--- config.mk ---
export PLATFORM = sky130hd
export DESIGN_NAME = trap_ctrl
export DESIGN_NICKNAME = d
export VERILOG_FILES = /design/src/rtl/trap_ctrl.sv
export SDC_FILE = /design/constraint.sdc
export NUM_CORES = 1
export LEC_CHECK = 0
export ABC_CLOCK_PERIOD_IN_PS = 1740
export BUFFER_PORTS_ARGS = -buffer_cell sky130_fd_sc_hd__buf_2
export CAP_MARGIN = 10
export CORE_MARGIN = 5
export CORE_UTILIZATION = 43
export CTS_BUF_LIST = sky130_fd_sc_hd__clkbuf_4
export DETAILED_ROUTE_END_ITERATION = 7
export PLACE_DENSITY = 0.81
export SKIP_CTS_REPAIR_TIMING = 1
export SYNTH_ARGS = -nofsm -noshare
export SYNTH_HDL_FRONTEND = slang
export SYNTH_SLANG_ARGS = --single-unit
--- constraint.sdc ---
create_clock -name clk -period 1.74 [get_ports clk]
set_input_delay 0.348 -clock clk [delete_from_list [all_inputs] [get_ports clk]]
set_output_delay 0.348 -clock clk [all_outputs]
set_load 0.1 [all_outputs]
--- src/rtl/trap_ctrl.sv ---
// trap_ctrl: commit-stage trap sequencer (IDLE -> FLUSH -> COMMIT -> IDLE) with optional machine timer.
// Latency: event sampled at cycle N, flush_req from N+1, exception_flag one cycle after flush_ack.
// Backpressure: stall stays high while a trap is in flight; FLUSH waits indefinitely for flush_ack.
// Optional feature macro: TIMER_IRQ_EN (internal mtime/mtimecmp; otherwise mtip = ext_timer_irq).

module trap_ctrl (
  input  logic        clk,
  input  logic        rst,
  input  logic        inst_valid,
  input  logic [63:0] inst_pc,
  input  logic        exc_illegal,
  input  logic        exc_ebreak,
  input  logic        exc_ecall,
  input  logic        exc_mret,
  input  logic        mstatus_mie,
  input  logic        mie_mtie,
  input  logic        ext_timer_irq,
  input  logic        tmr_wen,
  input  logic [63:0] tmr_wdata,
  input  logic        flush_ack,
  output logic        flush_req,
  output logic        stall,
  output logic        exception_flag,
  output logic [4:0]  exception_cause,
  output logic [63:0] epc,
  output logic        mtip
);

  // Cause encoding: {interrupt bit, 4-bit code}
  localparam logic [4:0] CAUSE_TIMER   = 5'b10111;
  localparam logic [4:0] CAUSE_ILLEGAL = 5'b00010;
  localparam logic [4:0] CAUSE_EBREAK  = 5'b00011;
  localparam logic [4:0] CAUSE_ECALL   = 5'b01011;
  localparam logic [4:0] CAUSE_MRET    = 5'b11111;

  typedef enum logic [1:0] {
    IDLE   = 2'd0,
    FLUSH  = 2'd1,
    COMMIT = 2'd2
  } state_t;

  state_t      state;
  state_t      state_nxt;
  logic        timer_hit;
  logic        trap_event;
  logic [4:0]  cause_sel;
  logic [4:0]  cause_q;
  logic [63:0] epc_q;

`ifdef TIMER_IRQ_EN
  logic [63:0] mtime;
  logic [63:0] mtimecmp;
  logic        unused_ext_irq;

  // The external pending line has no meaning when the timer is local.
  assign unused_ext_irq = ext_timer_irq;

  // Free-running mtime (wraps naturally) and software-written compare value.
  always_ff @(posedge clk) begin
    if (rst) begin
      mtime    <= 64'd0;
      mtimecmp <= {64{1'b1}};
    end else begin
      mtime <= mtime + 64'd1;
      if (tmr_wen) begin
        mtimecmp <= tmr_wdata;
      end
    end
  end

  assign mtip = (mtime >= mtimecmp);
`else
  logic unused_tmr;

  // No local timer: the compare-register write port is dead in this build.
  assign unused_tmr = ^{tmr_wen, tmr_wdata};
  assign mtip       = ext_timer_irq;
`endif

  // An interrupt only counts when both global and timer enables are set.
  assign timer_hit  = mtip & mstatus_mie & mie_mtie;
  assign trap_event = inst_valid &
                      (exc_illegal | exc_ebreak | exc_ecall | exc_mret | timer_hit);

  // Fixed-priority pick of the winning source: timer > illegal > ebreak > ecall > mret.
  always_comb begin
    cause_sel = 5'd0;
    if (timer_hit) begin
      cause_sel = CAUSE_TIMER;
    end else if (exc_illegal) begin
      cause_sel = CAUSE_ILLEGAL;
    end else if (exc_ebreak) begin
      cause_sel = CAUSE_EBREAK;
    end else if (exc_ecall) begin
      cause_sel = CAUSE_ECALL;
    end else if (exc_mret) begin
      cause_sel = CAUSE_MRET;
    end
  end

  // State register; reset aborts any in-flight trap.
  always_ff @(posedge clk) begin
    if (rst) begin
      state <= IDLE;
    end else begin
      state <= state_nxt;
    end
  end

  // Next-state and Moore outputs; commit-stage inputs are only looked at in IDLE.
  always_comb begin
    state_nxt      = state;
    flush_req      = 1'b0;
    exception_flag = 1'b0;
    stall          = 1'b1;
    case (state)
      IDLE: begin
        stall = 1'b0;
        if (trap_event) begin
          state_nxt = FLUSH;
        end
      end
      FLUSH: begin
        flush_req = 1'b1;
        if (flush_ack) begin
          state_nxt = COMMIT;
        end
      end
      COMMIT: begin
        exception_flag = 1'b1;
        state_nxt      = IDLE;
      end
      default: begin
        state_nxt = IDLE;
      end
    endcase
  end

  // Capture cause and PC only on the detect cycle so they stay stable for the CSR file.
  always_ff @(posedge clk) begin
    if (rst) begin
      cause_q <= 5'd0;
      epc_q   <= 64'd0;
    end else if (state == IDLE && trap_event) begin
      cause_q <= cause_sel;
      epc_q   <= inst_pc;
    end
  end

  assign exception_cause = cause_q;
  assign epc             = epc_q;

endmodule

==> metrics.txt <==
status finished, final reports clean; Placed Area 3941 sq um; vias in the first global route 2478; die area 9152 sq um; area leader, netlist dfxtp_1; Multi-input gate area 1609 sq um; Pre-Repair DR Iteration Count 4; worst min-delay path class in -> reg; TritonCTS buffer count 9; Crit Path Max Fanout 5; global-route wire length before repair 10.81 mm; die height 95.67 microns; DR vias 2472; critical path data arrival time 1.31 ns; mean post-synth cell area 10.21 sq um; DR iter-0 viols 44; largest net degree at the start of global routing 69; Crit path largest cell delay 0.42 ns; worst-margin pin slew 0.5022 ns; Min Clock Period, post-route 1.661 ns; initial antenna violation count 0; CP max-delay cell dfxtp_1; cells after synthesis 309; final core occ 56.63%; max capacitance violation total 0; max_slew headroom 66.75%; Synthesized Nets 449; sequential share of the synthesized area 44.41%; EDFF count, synth 0; Nets 588; FFs w/ async S/R, synth 0%; P per Cell Area 1051 nW/um^2; DR DRC count 0; Pleak 1.957 nW; post-DP HPWL 4.950 mm; CTS tree done; Final TNS setup 0 ns; RePlAce Congestion 0.6920; setup violators final 0; layout cell share with drive strength beyond 1 38.19%; Max Freq 0.6021 GHz; RSZ-0062 raised after global routing no; core footprint 7214 sq um; synthesized flop and latch total 70; period utilization 95.45%; Crit. End Element output pin; CP cell instances nor2b_2 > clkbuf_4; fin. max-slew vios 0; Ports 213; GRT Total Usage 15.00%; CP Class reg -> out; CTS root buffer clkbuf_4; routed length per placed instance 12.41 microns; Fin. Hold Viols 0; initial core utilization 43.74%; WL final 6.853 mm; Area growth, synth to finish 29.46%; Storage cell area 1401 sq um; Worst VDD drop 0.5441 mV; deepest clock path buffer count 2; ys flop type dfxtp_1; CP Launch Type flip-flop; hold path depth 3; vias per cell 4.478; Final Instance Area 4085 sq um; Buf/Inv on CP 1; # fillers 696; Post-synth top cells 129 x nand2b_1, 70 x dfxtp_1, 64 x mux2i_1, 14 x clkbuf_1; Worst R2R Path Depth 4; Synth cell types 23; GRT overflow 0; top-count cell post-synth nand2b_1; H-Tree Level Count 3; share of the synthesized area in the top cell type 44.41%; final hold slack 0.1764 ns; CP required 1.39 ns; post-route ant nets 0; clock sinks 70; antenna cells 0; clk slew on worst S/H paths 0.13 ns; Mapped Area 3156 sq um; Setup Skew 0.01983 ns; Crit path depth 2; Rows 31; Die W 95.67 microns; PortBufs 147; CP top delay family flip-flops; clock network latency to the later pin of the worst-skew pair 0.40 ns; most area-consuming cells after synthesis dfxtp_1 44%, nand2b_1 26%, mux2i_1 20%; Ys Warns 0
-- worst reg2reg max path: cells and delay by family (launching register included) --
kind / cells / cell delay [ns]
flops: 1 / 0.37
simple gates: 1 / 0.43
buf+inv: 1 / 0.29
mux: 1 / 0.26
compound gates: 1 / 0.19
-- final timing paths --
path | start | end | slack, ns
setup / recovery | state[1] | exception_flag | 0.08
hold / removal | inst_pc[33] | epc[33] | 0.18
setup reg to reg | state[1] | epc[18] | 0.13
hold reg to reg | exception_cause[1] | exception_cause[1] | 0.46
-- state kept, by name (all words and copies together) (netlist names) --
name / flops
exception_cause: 4
state: 2
epc: 64
-- cell families (layout without fill, tap and decap cells) --
logic type      after synthesis  count (layout)  share of synthesized area [%]
mux                          64              64                          20.30
simple gates                141             141                          28.27
compound gates               10              10                          2.022
flops                        70              70                          44.41
buf+inv                      24             168                          4.996
-- per-stage QoR --
step,setup WS [ns],instances,power [mW]
floorplan,0.01821,309,3.084
global placement,0.1340,536,3.314
detailed placement,0.08855,536,3.337
CTS,-0.09015,552,4.358
global route,0.005634,552,4.493
finish,0.07915,552,4.293
-- layer usage --
layer	up-vias	GRT usage, %	share of wire, %
met1	1097	16.46	42
met4	0	6.398	1.0
met2	87	25.71	48
li1	1282	-	-
met5	-	0	0
met3	6	5.762	9.1
-- layout make-up --
type	instances	area share [%]
inverter	1	0.09188
tap	99	3.032
sequential	70	34.30
timing repair buffer	151	19.94
clock inverter	7	1.593
clock buffer	9	1.654
multi-input combinational	215	39.39
-- cells in the final DEF, fill, tap and decap left out --
cell type   count
mux2i_1        64
clkinv_4        1
a31oi_1         2
a21oi_4         1
o21a_1          2
inv_1           1
nor2_1          1
nor3_1          1
a21oi_1         4
buf_12          3
and3b_1         1
or2_2           2
or3b_4          1
a21o_1          1
or3_1           1
nor3b_1         1
bufinv_16       1
clkinvlp_4      1
buf_6           1
dfxtp_1        70
nor2b_2         2
clkbuf_4       10
buf_4           2
nand3_1         1
clkinv_1        1
nand2b_1      129
buf_2         144
nor4_2          1
clkinv_2        3
-- power breakdown --
part	internal, mW	switching, mW	leakage [nW]
clock	0.428	0.568	0.0731
sequential	1.72	0.0603	0.576
combinational	0.343	1.17	1.31
total	2.50	1.80	1.96
Power figures use the tool's default switching activity.
